===== src/rtl/stopwatch_pkg.sv =====
// stopwatch_pkg: shared types and constants for the stopwatch core.
//   - BCD digit width, seconds limit and default minutes limit
//   - run-state enum used by the pause/resume state machine
//   - active-low 7-segment patterns {g,f,e,d,c,b,a} for digits 0-9 and blank
//   - small BCD helpers for the two-digit minute/second counters
package stopwatch_pkg;

    localparam int BCD_W       = 4;
    localparam int SEC_MAX     = 59;
    localparam int MAX_MIN_DEF = 59;

    typedef enum logic {
        RUN    = 1'b0,
        PAUSED = 1'b1
    } run_state_t;

    localparam logic [6:0] SEG_0     = 7'h40;
    localparam logic [6:0] SEG_1     = 7'h79;
    localparam logic [6:0] SEG_2     = 7'h24;
    localparam logic [6:0] SEG_3     = 7'h30;
    localparam logic [6:0] SEG_4     = 7'h19;
    localparam logic [6:0] SEG_5     = 7'h12;
    localparam logic [6:0] SEG_6     = 7'h02;
    localparam logic [6:0] SEG_7     = 7'h78;
    localparam logic [6:0] SEG_8     = 7'h00;
    localparam logic [6:0] SEG_9     = 7'h10;
    localparam logic [6:0] SEG_BLANK = 7'h7F;

    // Integer 0..99 to a {tens, ones} BCD pair; used for elaboration-time limits.
    function automatic logic [2*BCD_W-1:0] to_bcd(input int n);
        logic [BCD_W-1:0] t;
        logic [BCD_W-1:0] o;
        t = BCD_W'(n / 10);
        o = BCD_W'(n % 10);
        return {t, o};
    endfunction

    // Two-digit BCD increment that wraps to 00 after reaching lim.
    function automatic logic [2*BCD_W-1:0] bcd_inc(input logic [2*BCD_W-1:0] v,
                                                   input logic [2*BCD_W-1:0] lim);
        if (v == lim)
            return '0;
        else if (v[BCD_W-1:0] == BCD_W'(9))
            return {v[2*BCD_W-1:BCD_W] + BCD_W'(1), BCD_W'(0)};
        else
            return {v[2*BCD_W-1:BCD_W], v[BCD_W-1:0] + BCD_W'(1)};
    endfunction

endpackage


===== src/rtl/stopwatch_core_sevenseg.sv =====
// sevenseg_decode: combinational BCD to active-low 7-segment decoder.
//   bcd : 4-bit BCD digit in
//   seg : active-low segments {g,f,e,d,c,b,a}; codes 10-15 drive all segments off
module sevenseg_decode
    import stopwatch_pkg::*;
(
    input  logic [3:0] bcd,
    output logic [6:0] seg
);

    always_comb begin
        seg = SEG_BLANK;
        case (bcd)
            4'd0: seg = SEG_0;
            4'd1: seg = SEG_1;
            4'd2: seg = SEG_2;
            4'd3: seg = SEG_3;
            4'd4: seg = SEG_4;
            4'd5: seg = SEG_5;
            4'd6: seg = SEG_6;
            4'd7: seg = SEG_7;
            4'd8: seg = SEG_8;
            4'd9: seg = SEG_9;
            default: seg = SEG_BLANK;
        endcase
    end

endmodule


===== src/rtl/stopwatch_core.sv =====
// stopwatch_core: MM:SS stopwatch with pause/resume, field adjust and a
// 4-digit multiplexed 7-segment display.
//   clk       : 100 MHz master clock
//   reset     : synchronous active-high reset
//   clk_1hz   : 1 Hz square wave, counts time in RUN
//   clk_2hz   : 2 Hz square wave, steps the selected field in adjust mode
//   fast_clk  : display multiplex square wave
//   blink_clk : blink square wave for the field being adjusted
//   pause     : single-cycle pause/resume pulse
//   adj       : 1 = adjust mode
//   sel       : adjust target, 0 = minutes, 1 = seconds
//   seg       : registered active-low segments {g,f,e,d,c,b,a}
//   an        : registered active-low one-hot anodes, an[0] = seconds ones
module stopwatch_core
    import stopwatch_pkg::*;
#(
    parameter int MAX_MIN = MAX_MIN_DEF
) (
    input  logic       clk,
    input  logic       reset,
    input  logic       clk_1hz,
    input  logic       clk_2hz,
    input  logic       fast_clk,
    input  logic       blink_clk,
    input  logic       pause,
    input  logic       adj,
    input  logic       sel,
    output logic [6:0] seg,
    output logic [3:0] an
);

    localparam logic [7:0] SEC_LIM = to_bcd(SEC_MAX);
    localparam logic [7:0] MIN_LIM = to_bcd(MAX_MIN);

    // ---------------- divider edge detect ----------------
    logic       s_1hz, s_2hz, s_fast, s_blink;
    // armed[i] goes high once the input has been seen low since reset, so a
    // divider that is already high when reset releases does not count as an edge.
    logic [2:0] armed;
    logic       tick_1hz, tick_2hz, tick_fast;

    always_ff @(posedge clk) begin
        if (reset) begin
            s_1hz   <= 1'b0;
            s_2hz   <= 1'b0;
            s_fast  <= 1'b0;
            s_blink <= 1'b0;
            armed   <= 3'b000;
        end else begin
            s_1hz   <= clk_1hz;
            s_2hz   <= clk_2hz;
            s_fast  <= fast_clk;
            s_blink <= blink_clk;
            armed   <= armed | ~{fast_clk, clk_2hz, clk_1hz};
        end
    end

    assign tick_1hz  = clk_1hz  & ~s_1hz  & armed[0];
    assign tick_2hz  = clk_2hz  & ~s_2hz  & armed[1];
    assign tick_fast = fast_clk & ~s_fast & armed[2];

    // ---------------- run/pause FSM ----------------
    run_state_t state, state_next;

    always_ff @(posedge clk) begin
        if (reset) state <= RUN;
        else       state <= state_next;
    end

    always_comb begin
        state_next = state;
        if (pause)
            state_next = (state == RUN) ? PAUSED : RUN;
    end

    // ---------------- BCD time counters ----------------
    logic [3:0] min_t, min_o, sec_t, sec_o;
    logic [7:0] sec_inc, min_inc;

    assign sec_inc = bcd_inc({sec_t, sec_o}, SEC_LIM);
    assign min_inc = bcd_inc({min_t, min_o}, MIN_LIM);

    // Ticks use the registered state, so a pause arriving with a tick sees the
    // pre-toggle state.
    always_ff @(posedge clk) begin
        if (reset) begin
            {min_t, min_o} <= 8'h00;
            {sec_t, sec_o} <= 8'h00;
        end else if (!adj) begin
            if (tick_1hz && state == RUN) begin
                {sec_t, sec_o} <= sec_inc;
                if ({sec_t, sec_o} == SEC_LIM)
                    {min_t, min_o} <= min_inc;
            end
        end else if (tick_2hz) begin
            // Adjust steps one field only; no carry between fields.
            if (sel) {sec_t, sec_o} <= sec_inc;
            else     {min_t, min_o} <= min_inc;
        end
    end

    // ---------------- display multiplex ----------------
    logic [1:0] idx;
    logic [3:0] digit;
    logic [6:0] seg_d;
    logic [3:0] an_d;
    logic       blank;

    always_ff @(posedge clk) begin
        if (reset)          idx <= 2'd0;
        else if (tick_fast) idx <= idx + 2'd1;
    end

    always_comb begin
        digit = sec_o;
        case (idx)
            2'd0: digit = sec_o;
            2'd1: digit = sec_t;
            2'd2: digit = min_o;
            2'd3: digit = min_t;
            default: digit = sec_o;
        endcase
    end

    sevenseg_decode u_dec (
        .bcd (digit),
        .seg (seg_d)
    );

    // Digits 3:2 are minutes, 1:0 seconds; blank the field being adjusted.
    assign blank = adj && s_blink && (sel ? !idx[1] : idx[1]);
    assign an_d  = blank ? 4'b1111 : ~(4'b0001 << idx);

    always_ff @(posedge clk) begin
        if (reset) begin
            an  <= 4'b1110;
            seg <= SEG_0;
        end else begin
            an  <= an_d;
            seg <= seg_d;
        end
    end

endmodule


===== config.mk =====
export PLATFORM = sky130hd
export DESIGN_NAME = stopwatch_core
export DESIGN_NICKNAME = d
export VERILOG_FILES = /design/src/rtl/stopwatch_pkg.sv /design/src/rtl/stopwatch_core_sevenseg.sv /design/src/rtl/stopwatch_core.sv
export SDC_FILE = /design/constraint.sdc
export NUM_CORES = 1
export LEC_CHECK = 0
export ABC_AREA = 1
export BUFFER_PORTS_ARGS = -buffer_cell sky130_fd_sc_hd__buf_2
export CORE_MARGIN = 4
export CORE_UTILIZATION = 55
export DETAILED_ROUTE_END_ITERATION = 10
export PLACE_DENSITY = 0.83
export SLEW_MARGIN = 15
export SYNTH_ARGS = -nofsm -noshare
export SYNTH_HDL_FRONTEND = slang
export SYNTH_SLANG_ARGS = --single-unit

===== constraint.sdc =====
create_clock -name clk -period 2.1 [get_ports clk]
set_input_delay 0.315 -clock clk [delete_from_list [all_inputs] [get_ports clk]]
set_output_delay 0.315 -clock clk [all_outputs]
set_load 0.005 [all_outputs]

==> results.env, run 1 <==
RUN_STATUS='finished, final reports clean'
PLACEMENT_ROWS=21
DESIGN.PORTCOUNT=20
FLOORPLAN.DIE.WIDTH_UM=66.7
SYNTHXORXNORAREAFRAC_PCT=2.77
SYNTH_TOP_FAMILY_BY_AREA='simple AND/OR/NAND/NOR gates'
POST_CTS.REPAIR.SETUP_BUFFERS=0
CRITICAL_PATH.MAX_FANOUT=5
SYNTHESIS.INSTANCES=254
CLOCK_SINK_COUNT=37
SLEW_AT_THE_PIN_CLOSEST_TO_ITS_MAX_SLEW_LIMIT_NS=0.432
FINISH.NET_COUNT=302
MIN_PATH_TYPE='in2reg'
WHS_ENDPOINT='armed[2]'
CTS_RESIZED=0
FP.COREAREA_SQ_UM=3340
SETUP-TNS-FINAL_NS=0
DRCVIOLATIONCOUNT=0
WORST_SETUP_HOLD_PATH_CLK_SLEW_NS=0.11
SYNTH_SEQ_CELLS=37
CTS_TREE='yes'
VIAS_IN_THE_FIRST_GLOBAL_ROUTE=1464
GLOBALROUTEOVERFLOWTOTAL=0
CRITPATHREQUIREDTIME_NS=2.38
DIE_Y_UM=66.7
AVGVIACOUNTPERCELL=5.06
FIN_HOLD_WS_NS=0.153
CP-START-KIND='register'
FIN_CRIT_NS=1.99
IR_WORST_VDD_V=0.000421
NET_COUNT_AFTER_SYNTHESIS=277
PRE_CTS_WS_NS=0.0429
CRIT_TYPE='reg2reg'
HOLD_VIOLATIONS=0
LAYOUT.FILLER_CELLS=291
SYNTH_CELL_TYPES=30
P_INT_W=0.00110
DR.PASS1.ITERS=4
DRT-TOTAL-WL_UM=3640
SHARE_SEQ_OF_TOTAL_POWER_PCT=51.0
WORST-ENDPOINT-ARRIVAL_NS=2.27
SETUP_VIOL=0
PLACE_CONGESTION=0.847
DP_HPWL_UM=2700
VIA_COUNT=1648
SYNTH_LARGEST_TYPE_AREA_FRACTION_PCT=39.1
POWER_PER_CELL_AREA_nW_PER_UM2=689
GRT_START_MAX_NET_PINS=22
SEQ_CELL_AREA_SQ_UM=742
GRT_PASS1_WL_UM=6290
FF2FF_PATH_DEPTH=10
HOLD_PATH_DEPTH=2
PLACE.PORT_BUFFERS=19
MUXSHAREOFSYNTHAREA_PCT=0
TIMING.FMAX_MHz=503
CELLLEAKAGEPOWER_nW=1.02
MAXCAPVIOLATIONS=0
WORST-R2R-SETUP-SLACK_NS=0.11
POST_SYNTH.CELL_AREA_AVG_SQ_UM=7.47
ANTENNA-DIODE-COUNT=0
GRT.TOTAL_USAGE_PCT=18.5
FLOORPLAN.DIE_AREA_SQ_UM=4450
CTS.PATH.MAX_BUFFERS=2
FINALCOREUTILIZATION_PCT=64.3
WORST_SLACK_NS=0.112
HOLD_PATH.STARTPOINT='fast_clk'
SYNTH_COMPOUND_GATE_AREA_SHARE_PCT=12.0
FINALMAXSLEWVIOLATIONS=0
YOSYSTOPAREACELL='sky130_fd_sc_hd__dfxtp_1'
SYNTHFLOPTYPE='sky130_fd_sc_hd__dfxtp_1'
POSTROUTEANTENNANETS=0
INSERTION_DELAY_NS=0.34
NUMBER_OF_ANTENNA_VIOLATIONS_AT_THE_FIRST_CHECK_IN_GLOBAL_ROUTING=0
MIN_PERIOD_OVER_PERIOD_PCT=94.7
SYNTH_ADDER_AREA_SHARE_PCT=9.23
MAX-SLEW-MARGIN-REL_PCT=71.2
YS_SEQ_AREA_SHARE_PCT=39.1
MULTI_INPUT_COMB_AREA_SQ_UM=1030
DRIVE_GT1_SHARE_PCT=17.1
DESIGN_AREA_SQ_UM=2140
TIMING.RR.END='seg[1]'
CTS.HOLD.BUFFERS_ADDED=0
SYNTH_MOST_COMMON_CELL='sky130_fd_sc_hd__nand2_1'
FIRST_ITER_VIOLATIONS=130
YOSYS_WARNINGS=0
FIN_WORST_SKEW_NS=0.00643
P_CLK_SHARE_PCT=35.1
SYNTH_SIMPLE_GATE_AREA_SHARE_PCT=30.0
DPL-INSTANCE-AREA_SQ_UM=2050
CTS-BUFFERS-INSERTED=5
SYNTH_COMMONEST_CELLS='59 x sky130_fd_sc_hd__nand2_1, 37 x sky130_fd_sc_hd__dfxtp_1, 33 x sky130_fd_sc_hd__nor2_1, 32 x sky130_fd_sc_hd__inv_1, 20 x sky130_fd_sc_hd__a21oi_1'
SWITCH_SHARE_PCT=25.4
SYNTHARSTFLOPSHARE_PCT=0
RSZ0062_AT_GRT='no'
CLOCK-ROOT-BUFFER='sky130_fd_sc_hd__clkbuf_4'
NUMBER_OF_LEVELS_THE_H_TREE_WAS_SPLIT_INTO=2
POST_DRT_WL_PER_CELL_UM=11.2
STARTING_DENSITY_PCT=56.8
SYNTH_TOP_CELLS_BY_AREA='sky130_fd_sc_hd__dfxtp_1 39%, sky130_fd_sc_hd__nand2_1 12%, sky130_fd_sc_hd__ha_1 9.2%'
TIMING.CRITICAL_PATH.TO_TYPE='register'
POWER.COMBINATIONAL.FRACTION_PCT=13.9
SYNTH_EDF_COUNT=0
POST_SYNTH_INSTANCE_AREA_SQ_UM=1900
REGTOREGSTARTPOINT='idx[1]'
SYN2LAYOUT_AREA_GROWTH_PCT=13.1
SWITCHING_POWER_W=0.000376
-- logic make-up (layout without fill, tap and decap cells) --
logic type,Yosys count,count (layout)
DFF,37,37
buffers and inverters,35,61
AOI/OAI and AO/OA,37,37
adders and majority gates,14,14
and+or+nand+nor,125,125
xor gates and xnor gates,6,6
-- cells in the final DEF, fill, tap and decap left out, types with 2 or more instances in the layout --
master and instances:
sky130_fd_sc_hd__inv_1 31, sky130_fd_sc_hd__clkbuf_4 5, sky130_fd_sc_hd__nand2_1 59, sky130_fd_sc_hd__o21ai_4 2, sky130_fd_sc_hd__nor3_1 2, sky130_fd_sc_hd__nand3_2 3
sky130_fd_sc_hd__ha_1 13, sky130_fd_sc_hd__nand3_1 14, sky130_fd_sc_hd__nand2_4 2, sky130_fd_sc_hd__dfxtp_1 36, sky130_fd_sc_hd__o21ai_2 2, sky130_fd_sc_hd__nand4_1 3
sky130_fd_sc_hd__nor2_1 32, sky130_fd_sc_hd__buf_4 2, sky130_fd_sc_hd__o21ai_0 8, sky130_fd_sc_hd__a21oi_1 20, sky130_fd_sc_hd__buf_2 19, sky130_fd_sc_hd__xor2_1 4
sky130_fd_sc_hd__nor2_2 3, sky130_fd_sc_hd__xnor2_1 2
-- critical path, cell delays in order, from the launching register on --
cell	delay [ns]
sky130_fd_sc_hd__dfxtp_2	0.36
sky130_fd_sc_hd__inv_1	0.12
sky130_fd_sc_hd__ha_1	0.25
sky130_fd_sc_hd__nand2_1	0.08
sky130_fd_sc_hd__nand2_1	0.06
sky130_fd_sc_hd__nor2_1	0.05
sky130_fd_sc_hd__nor2_2	0.17
sky130_fd_sc_hd__inv_1	0.11
sky130_fd_sc_hd__ha_1	0.31
sky130_fd_sc_hd__or2_2	0.30
sky130_fd_sc_hd__a21oi_1	0.13
-- per-layer routing --
layer	global-route usage [%]	share of wire, %
met5	0	0
met4	6.35	1.5
met3	4.05	5.2
met2	30.9	46
met1	23.2	47
-- cell type report --
| cell class | instances | area share [%] |
|---|---|---|
| clock buffers | 7 | 2.57 |
| multi-input cells | 182 | 48.0 |
| clock inverters | 1 | 1.40 |
| well taps | 46 | 2.68 |
| flip-flops and latches | 37 | 34.6 |
| repair buffers | 21 | 5.13 |
| inverters | 32 | 5.60 |
-- worst max path at each step --
stage	startpoint	to
after floorplan	idx[1]	seg[1]
after global placement	idx[1]	seg[1]
after detailed placement	idx[1]	seg[1]
after CTS	idx[1]	seg[1]
after global routing	idx[0]	seg[1]
final	idx[1]	seg[1]
-- sequential cells by signal, indices dropped and copies added (netlist names), 2 cells and up --
name	flops
seg	7
armed	3
min_t	4
an	4
min_o	4
idx	2
sec_t	4
sec_o	4
-- power by group through the flow --
stage	sequential [W]	combinational (W)	clock, W
floorplan	0.000769	0.000136	0
global placement	0.000768	0.000199	0
detailed placement	0.000768	0.000202	0
CTS	0.000752	0.000204	0.000533
global route	0.000757	0.000235	0.000562
finish	0.000752	0.000206	0.000519
-- metrics by stage --
| stage | instances | power [W] |
|---|---|---|
| 2_1_floorplan | 254 | 0.000905 |
| 5_1_grt | 326 | 0.00155 |
| 3_3_place_gp | 318 | 0.000967 |
| 4_1_cts | 326 | 0.00149 |
| 6_report | 326 | 0.00148 |
| 3_5_place_dp | 318 | 0.000970 |
No activity file was read; power rests on OpenSTA's default activity.
==> inputs of run 2 (changes only) <==
--- a/config.mk
+++ b/config.mk
@@ -5,12 +5,11 @@
 export SDC_FILE = /design/constraint.sdc
 export NUM_CORES = 1
 export LEC_CHECK = 0
-export ABC_AREA = 1
 export BUFFER_PORTS_ARGS = -buffer_cell sky130_fd_sc_hd__buf_2
 export CORE_MARGIN = 4
-export CORE_UTILIZATION = 55
+export CORE_UTILIZATION = 40
 export DETAILED_ROUTE_END_ITERATION = 10
-export PLACE_DENSITY = 0.83
+export PLACE_DENSITY = 0.66
 export SLEW_MARGIN = 15
 export SYNTH_ARGS = -nofsm -noshare
 export SYNTH_HDL_FRONTEND = slang
==> results.env, run 2 <==
SYNTH_LARGEST_TYPE_AREA_FRACTION_PCT=41.9  # +2.8 points
FF2FF_PATH_DEPTH=7  # -3
DPL-INSTANCE-AREA_SQ_UM=1950  # -4.9%
TIMING.RR.END='min_t[3]'
STARTING_DENSITY_PCT=42.7  # -14 points
SYNTHFLOPTYPE='sky130_fd_sc_hd__dfxtp_1'
FINALCOREUTILIZATION_PCT=50.0  # -14 points
SETUP-TNS-FINAL_NS=0  # unchanged
NUMBER_OF_ANTENNA_VIOLATIONS_AT_THE_FIRST_CHECK_IN_GLOBAL_ROUTING=0  # unchanged
MIN_PERIOD_OVER_PERIOD_PCT=91.4  # -3.3 points
DIE_Y_UM=74.5  # +12%
MIN_PATH_TYPE='in2reg'
LAYOUT.FILLER_CELLS=400  # +37%
CRIT_TYPE='reg2reg'
WORST-R2R-SETUP-SLACK_NS=0.18  # +0.07 ns
WORST_SETUP_HOLD_PATH_CLK_SLEW_NS=0.07  # -0.04 ns
YOSYS_WARNINGS=0  # unchanged
HOLD_PATH.STARTPOINT='fast_clk'
PRE_CTS_WS_NS=0.0899  # +0.0470 ns
VIAS_IN_THE_FIRST_GLOBAL_ROUTE=1284  # -12%
MOST_COMMON_CELL_AFTER_LAYOUT_FILL_AND_TAPS_ASIDE='sky130_fd_sc_hd__dfxtp_1'
LARGEST_REGISTER_FF_COUNT=7  # unchanged
RUN_STATUS='finished, final reports clean'
DRIVE_GT1_SHARE_PCT=21.0  # +3.8 points
VIA_COUNT=1387  # -16%
SYNTHESIS.INSTANCES=194  # -24%
FLOORPLAN.DIE_AREA_SQ_UM=5550  # +25%
ANTENNA-DIODE-COUNT=0  # unchanged
FIN_CRIT_NS=1.92  # -0.0694 ns
CRITPATHREQUIREDTIME_NS=2.32  # -0.06 ns
CELLLEAKAGEPOWER_nW=0.871  # -15%
GRT_START_MAX_NET_PINS=35  # +59%
FINALMAXSLEWVIOLATIONS=0  # unchanged
MAXCAPVIOLATIONS=0  # unchanged
FIRST_ITER_VIOLATIONS=59  # -55%
PLACEMENT_ROWS=23  # +9.5%
HOLD_VIOLATIONS=0  # unchanged
POSTROUTEANTENNANETS=0  # unchanged
WORST-ENDPOINT-ARRIVAL_NS=2.14  # -0.13 ns
CTS.PATH.MAX_BUFFERS=2  # unchanged
INSERTION_DELAY_NS=0.29  # -0.05 ns
SYNTHARSTFLOPSHARE_PCT=0  # unchanged
GLOBALROUTEOVERFLOWTOTAL=0  # unchanged
FIN_WORST_SKEW_NS=0.00181  # -0.00462 ns
CRITICAL_PATH.MAX_FANOUT=5  # unchanged
REPORT.POWER.TOTAL_W=0.00131  # -11%
GRT.TOTAL_USAGE_PCT=14.0  # -4.5 points
SETUP.WORST_PATH.END='min_t[3]'
AVGVIACOUNTPERCELL=5.06  # +0.14%
SYN2LAYOUT_AREA_GROWTH_PCT=17.2
DESIGN_AREA_SQ_UM=2070  # -3.3%
HOLD_PATH_DEPTH=2  # unchanged
NET_COUNT_AFTER_SYNTHESIS=217  # -22%
TIMING.CRITICAL_PATH.TO_TYPE='register'
MOST_USED_CELLS_IN_THE_LAYOUT_EXCLUDING_FILL_AND_TAP_CELLS='34 x sky130_fd_sc_hd__dfxtp_1, 19 x sky130_fd_sc_hd__buf_2, 18 x sky130_fd_sc_hd__a21oi_1'
CLOCK-ROOT-BUFFER='sky130_fd_sc_hd__clkbuf_8'
CTS.HOLD.BUFFERS_ADDED=0  # unchanged
DP_HPWL_UM=2510  # -7.0%
REGISTER_BANK_WITH_THE_MOST_FLOPS='seg'
CLOCK_SINK_COUNT=37  # unchanged
CTS-BUFFERS-INSERTED=5  # unchanged
FINISH.NET_COUNT=246  # -19%
YOSYSTOPAREACELL='sky130_fd_sc_hd__dfxtp_1'
REGTOREGSTARTPOINT='sec_t[1]'
SYNTH_MOST_COMMON_CELL='sky130_fd_sc_hd__dfxtp_1'
CTS_TREE='yes'
CP-START-KIND='register'
DRT-TOTAL-WL_UM=3500  # -3.8%
DR.PASS1.ITERS=5  # +1
YS_SEQ_AREA_SHARE_PCT=41.9  # +2.8 points
DRCVIOLATIONCOUNT=0  # unchanged
MAX-SLEW-MARGIN-REL_PCT=59.7  # -11 points
NUMBER_OF_LEVELS_THE_H_TREE_WAS_SPLIT_INTO=2  # unchanged
POST_SYNTH.CELL_AREA_AVG_SQ_UM=9.12  # +22%
PLACE.PORT_BUFFERS=19  # unchanged
SYNTH_SEQ_CELLS=37  # unchanged
SYNTH_TOP_CELLS_BY_AREA='sky130_fd_sc_hd__dfxtp_1 42%, sky130_fd_sc_hd__ha_1 9.9%, sky130_fd_sc_hd__a21oi_1 5.1%'
PLACE_CONGESTION=0.751  # -11%
DESIGN.PORTCOUNT=20  # unchanged
WORST_SLACK_NS=0.182  # +0.0694 ns
POWER_PER_CELL_AREA_nW_PER_UM2=633  # -8.1%
FLOORPLAN.DIE.WIDTH_UM=74.5  # +12%
GRT_PASS1_WL_UM=5920  # -5.8%
TIMING.FMAX_MHz=521  # +3.6%
SYNTH_CELL_TYPES=32  # +6.7%
SYNTH_COMMONEST_CELLS='37 x sky130_fd_sc_hd__dfxtp_1, 18 x sky130_fd_sc_hd__a21oi_1, 18 x sky130_fd_sc_hd__nand2_1, 17 x sky130_fd_sc_hd__nor2_1, 15 x sky130_fd_sc_hd__inv_1'
POST_DRT_WL_PER_CELL_UM=12.8  # +14%
SETUP_VIOL=0  # unchanged
IR_WORST_VDD_V=0.000384  # -8.7%
SYNTH_EDF_COUNT=0  # unchanged
SLEW_AT_THE_PIN_CLOSEST_TO_ITS_MAX_SLEW_LIMIT_NS=0.604  # +0.172 ns
FP.COREAREA_SQ_UM=4140  # +24%
CRIT_PATH_START='sec_t[1]'
POST_SYNTH_INSTANCE_AREA_SQ_UM=1770  # -6.7%
## run 2: cell count changes in the layout (fill, tap and decap cells not counted), moves of 4 or more
cell,previous run,this run
sky130_fd_sc_hd__mux2i_1,0,6
sky130_fd_sc_hd__or3_1,0,6
sky130_fd_sc_hd__nor2_1,32,17
sky130_fd_sc_hd__nor2b_1,0,5
sky130_fd_sc_hd__buf_4,2,8
sky130_fd_sc_hd__nand2_1,59,17
sky130_fd_sc_hd__inv_1,31,15
sky130_fd_sc_hd__a222oi_1,0,4
sky130_fd_sc_hd__clkbuf_8,1,5
sky130_fd_sc_hd__a31oi_1,0,4
sky130_fd_sc_hd__nand3_1,14,7
sky130_fd_sc_hd__clkbuf_4,5,0
## run 2: logic make-up (layout without fill, tap and decap cells)
logic type / after synthesis / after routing / synth area share, %
compound gates: 37 / 37 / 15.0
xor+xnor: 6 / 6 / 2.97
fa+ha+maj: 14 / 14 / 9.90
buf+inv: 20 / 50 / 4.24
flops: 37 / 37 / 41.9
mux: 8 / 8 / 4.60
simple gates: 72 / 72 / 21.4
## run 2: critical path, cell delays in order, from the launching register on
cell                      delay (ns)
sky130_fd_sc_hd__dfxtp_1        0.36
sky130_fd_sc_hd__inv_1          0.07
sky130_fd_sc_hd__ha_1           0.15
sky130_fd_sc_hd__nand2_1        0.12
sky130_fd_sc_hd__o41ai_4        0.36
sky130_fd_sc_hd__nand4_2        0.16
sky130_fd_sc_hd__or4_1          0.50
sky130_fd_sc_hd__a21oi_1        0.15
## run 2: final cells by class
cell class / count / area [sq um] / share of cell area (%)
multi-input combinational: 137 / 966 / 46.6
clock inverter: 3 / 17.5 / 0.845
clock buffer: 5 / 68.8 / 3.32
tap: 50 / 62.6 / 3.02
timing repair buffer: 27 / 155 / 7.48
inverter: 15 / 56.3 / 2.72
sequential: 37 / 747 / 36.0
## run 2: power breakdown
group	switching [W]	internal (W)
registers	0.0000117	0.000720
logic	0.0000539	0.0000438
clock network	0.000254	0.000229
total	0.000320	0.000993
## run 2: stage by stage
step,hold WS [ns],std cells
5_1_grt,0.219,274
3_3_place_gp,0.433,264
2_1_floorplan,0.407,194
3_5_place_dp,0.440,264
6_report,0.223,274
4_1_cts,0.211,272
## run 2: how the worst min path moves through the flow
stage,endpoint,slack (ns)
2_1_floorplan,armed[2],0.41
4_1_cts,armed[2],0.21
5_1_grt,armed[1],0.22
3_3_place_gp,armed[0],0.43
3_5_place_dp,armed[2],0.44
6_report,armed[2],0.22
## run 2: timing repair
| item | 4_1_cts | 5_1_grt |
|---|---|---|
| buffers inserted | 0 | 2 |
| resized for setup | 0 | 8 |
| setup endpoints to repair | 0 | 10 |
## run 2: routing by layer
metal	vias up	share of wire [%]	track usage [%]
li1	732	-	-
met1	634	50	18.8
met2	16	46	21.2
met3	5	2.7	3.65
met4	0	1.5	5.73
met5	-	0	0
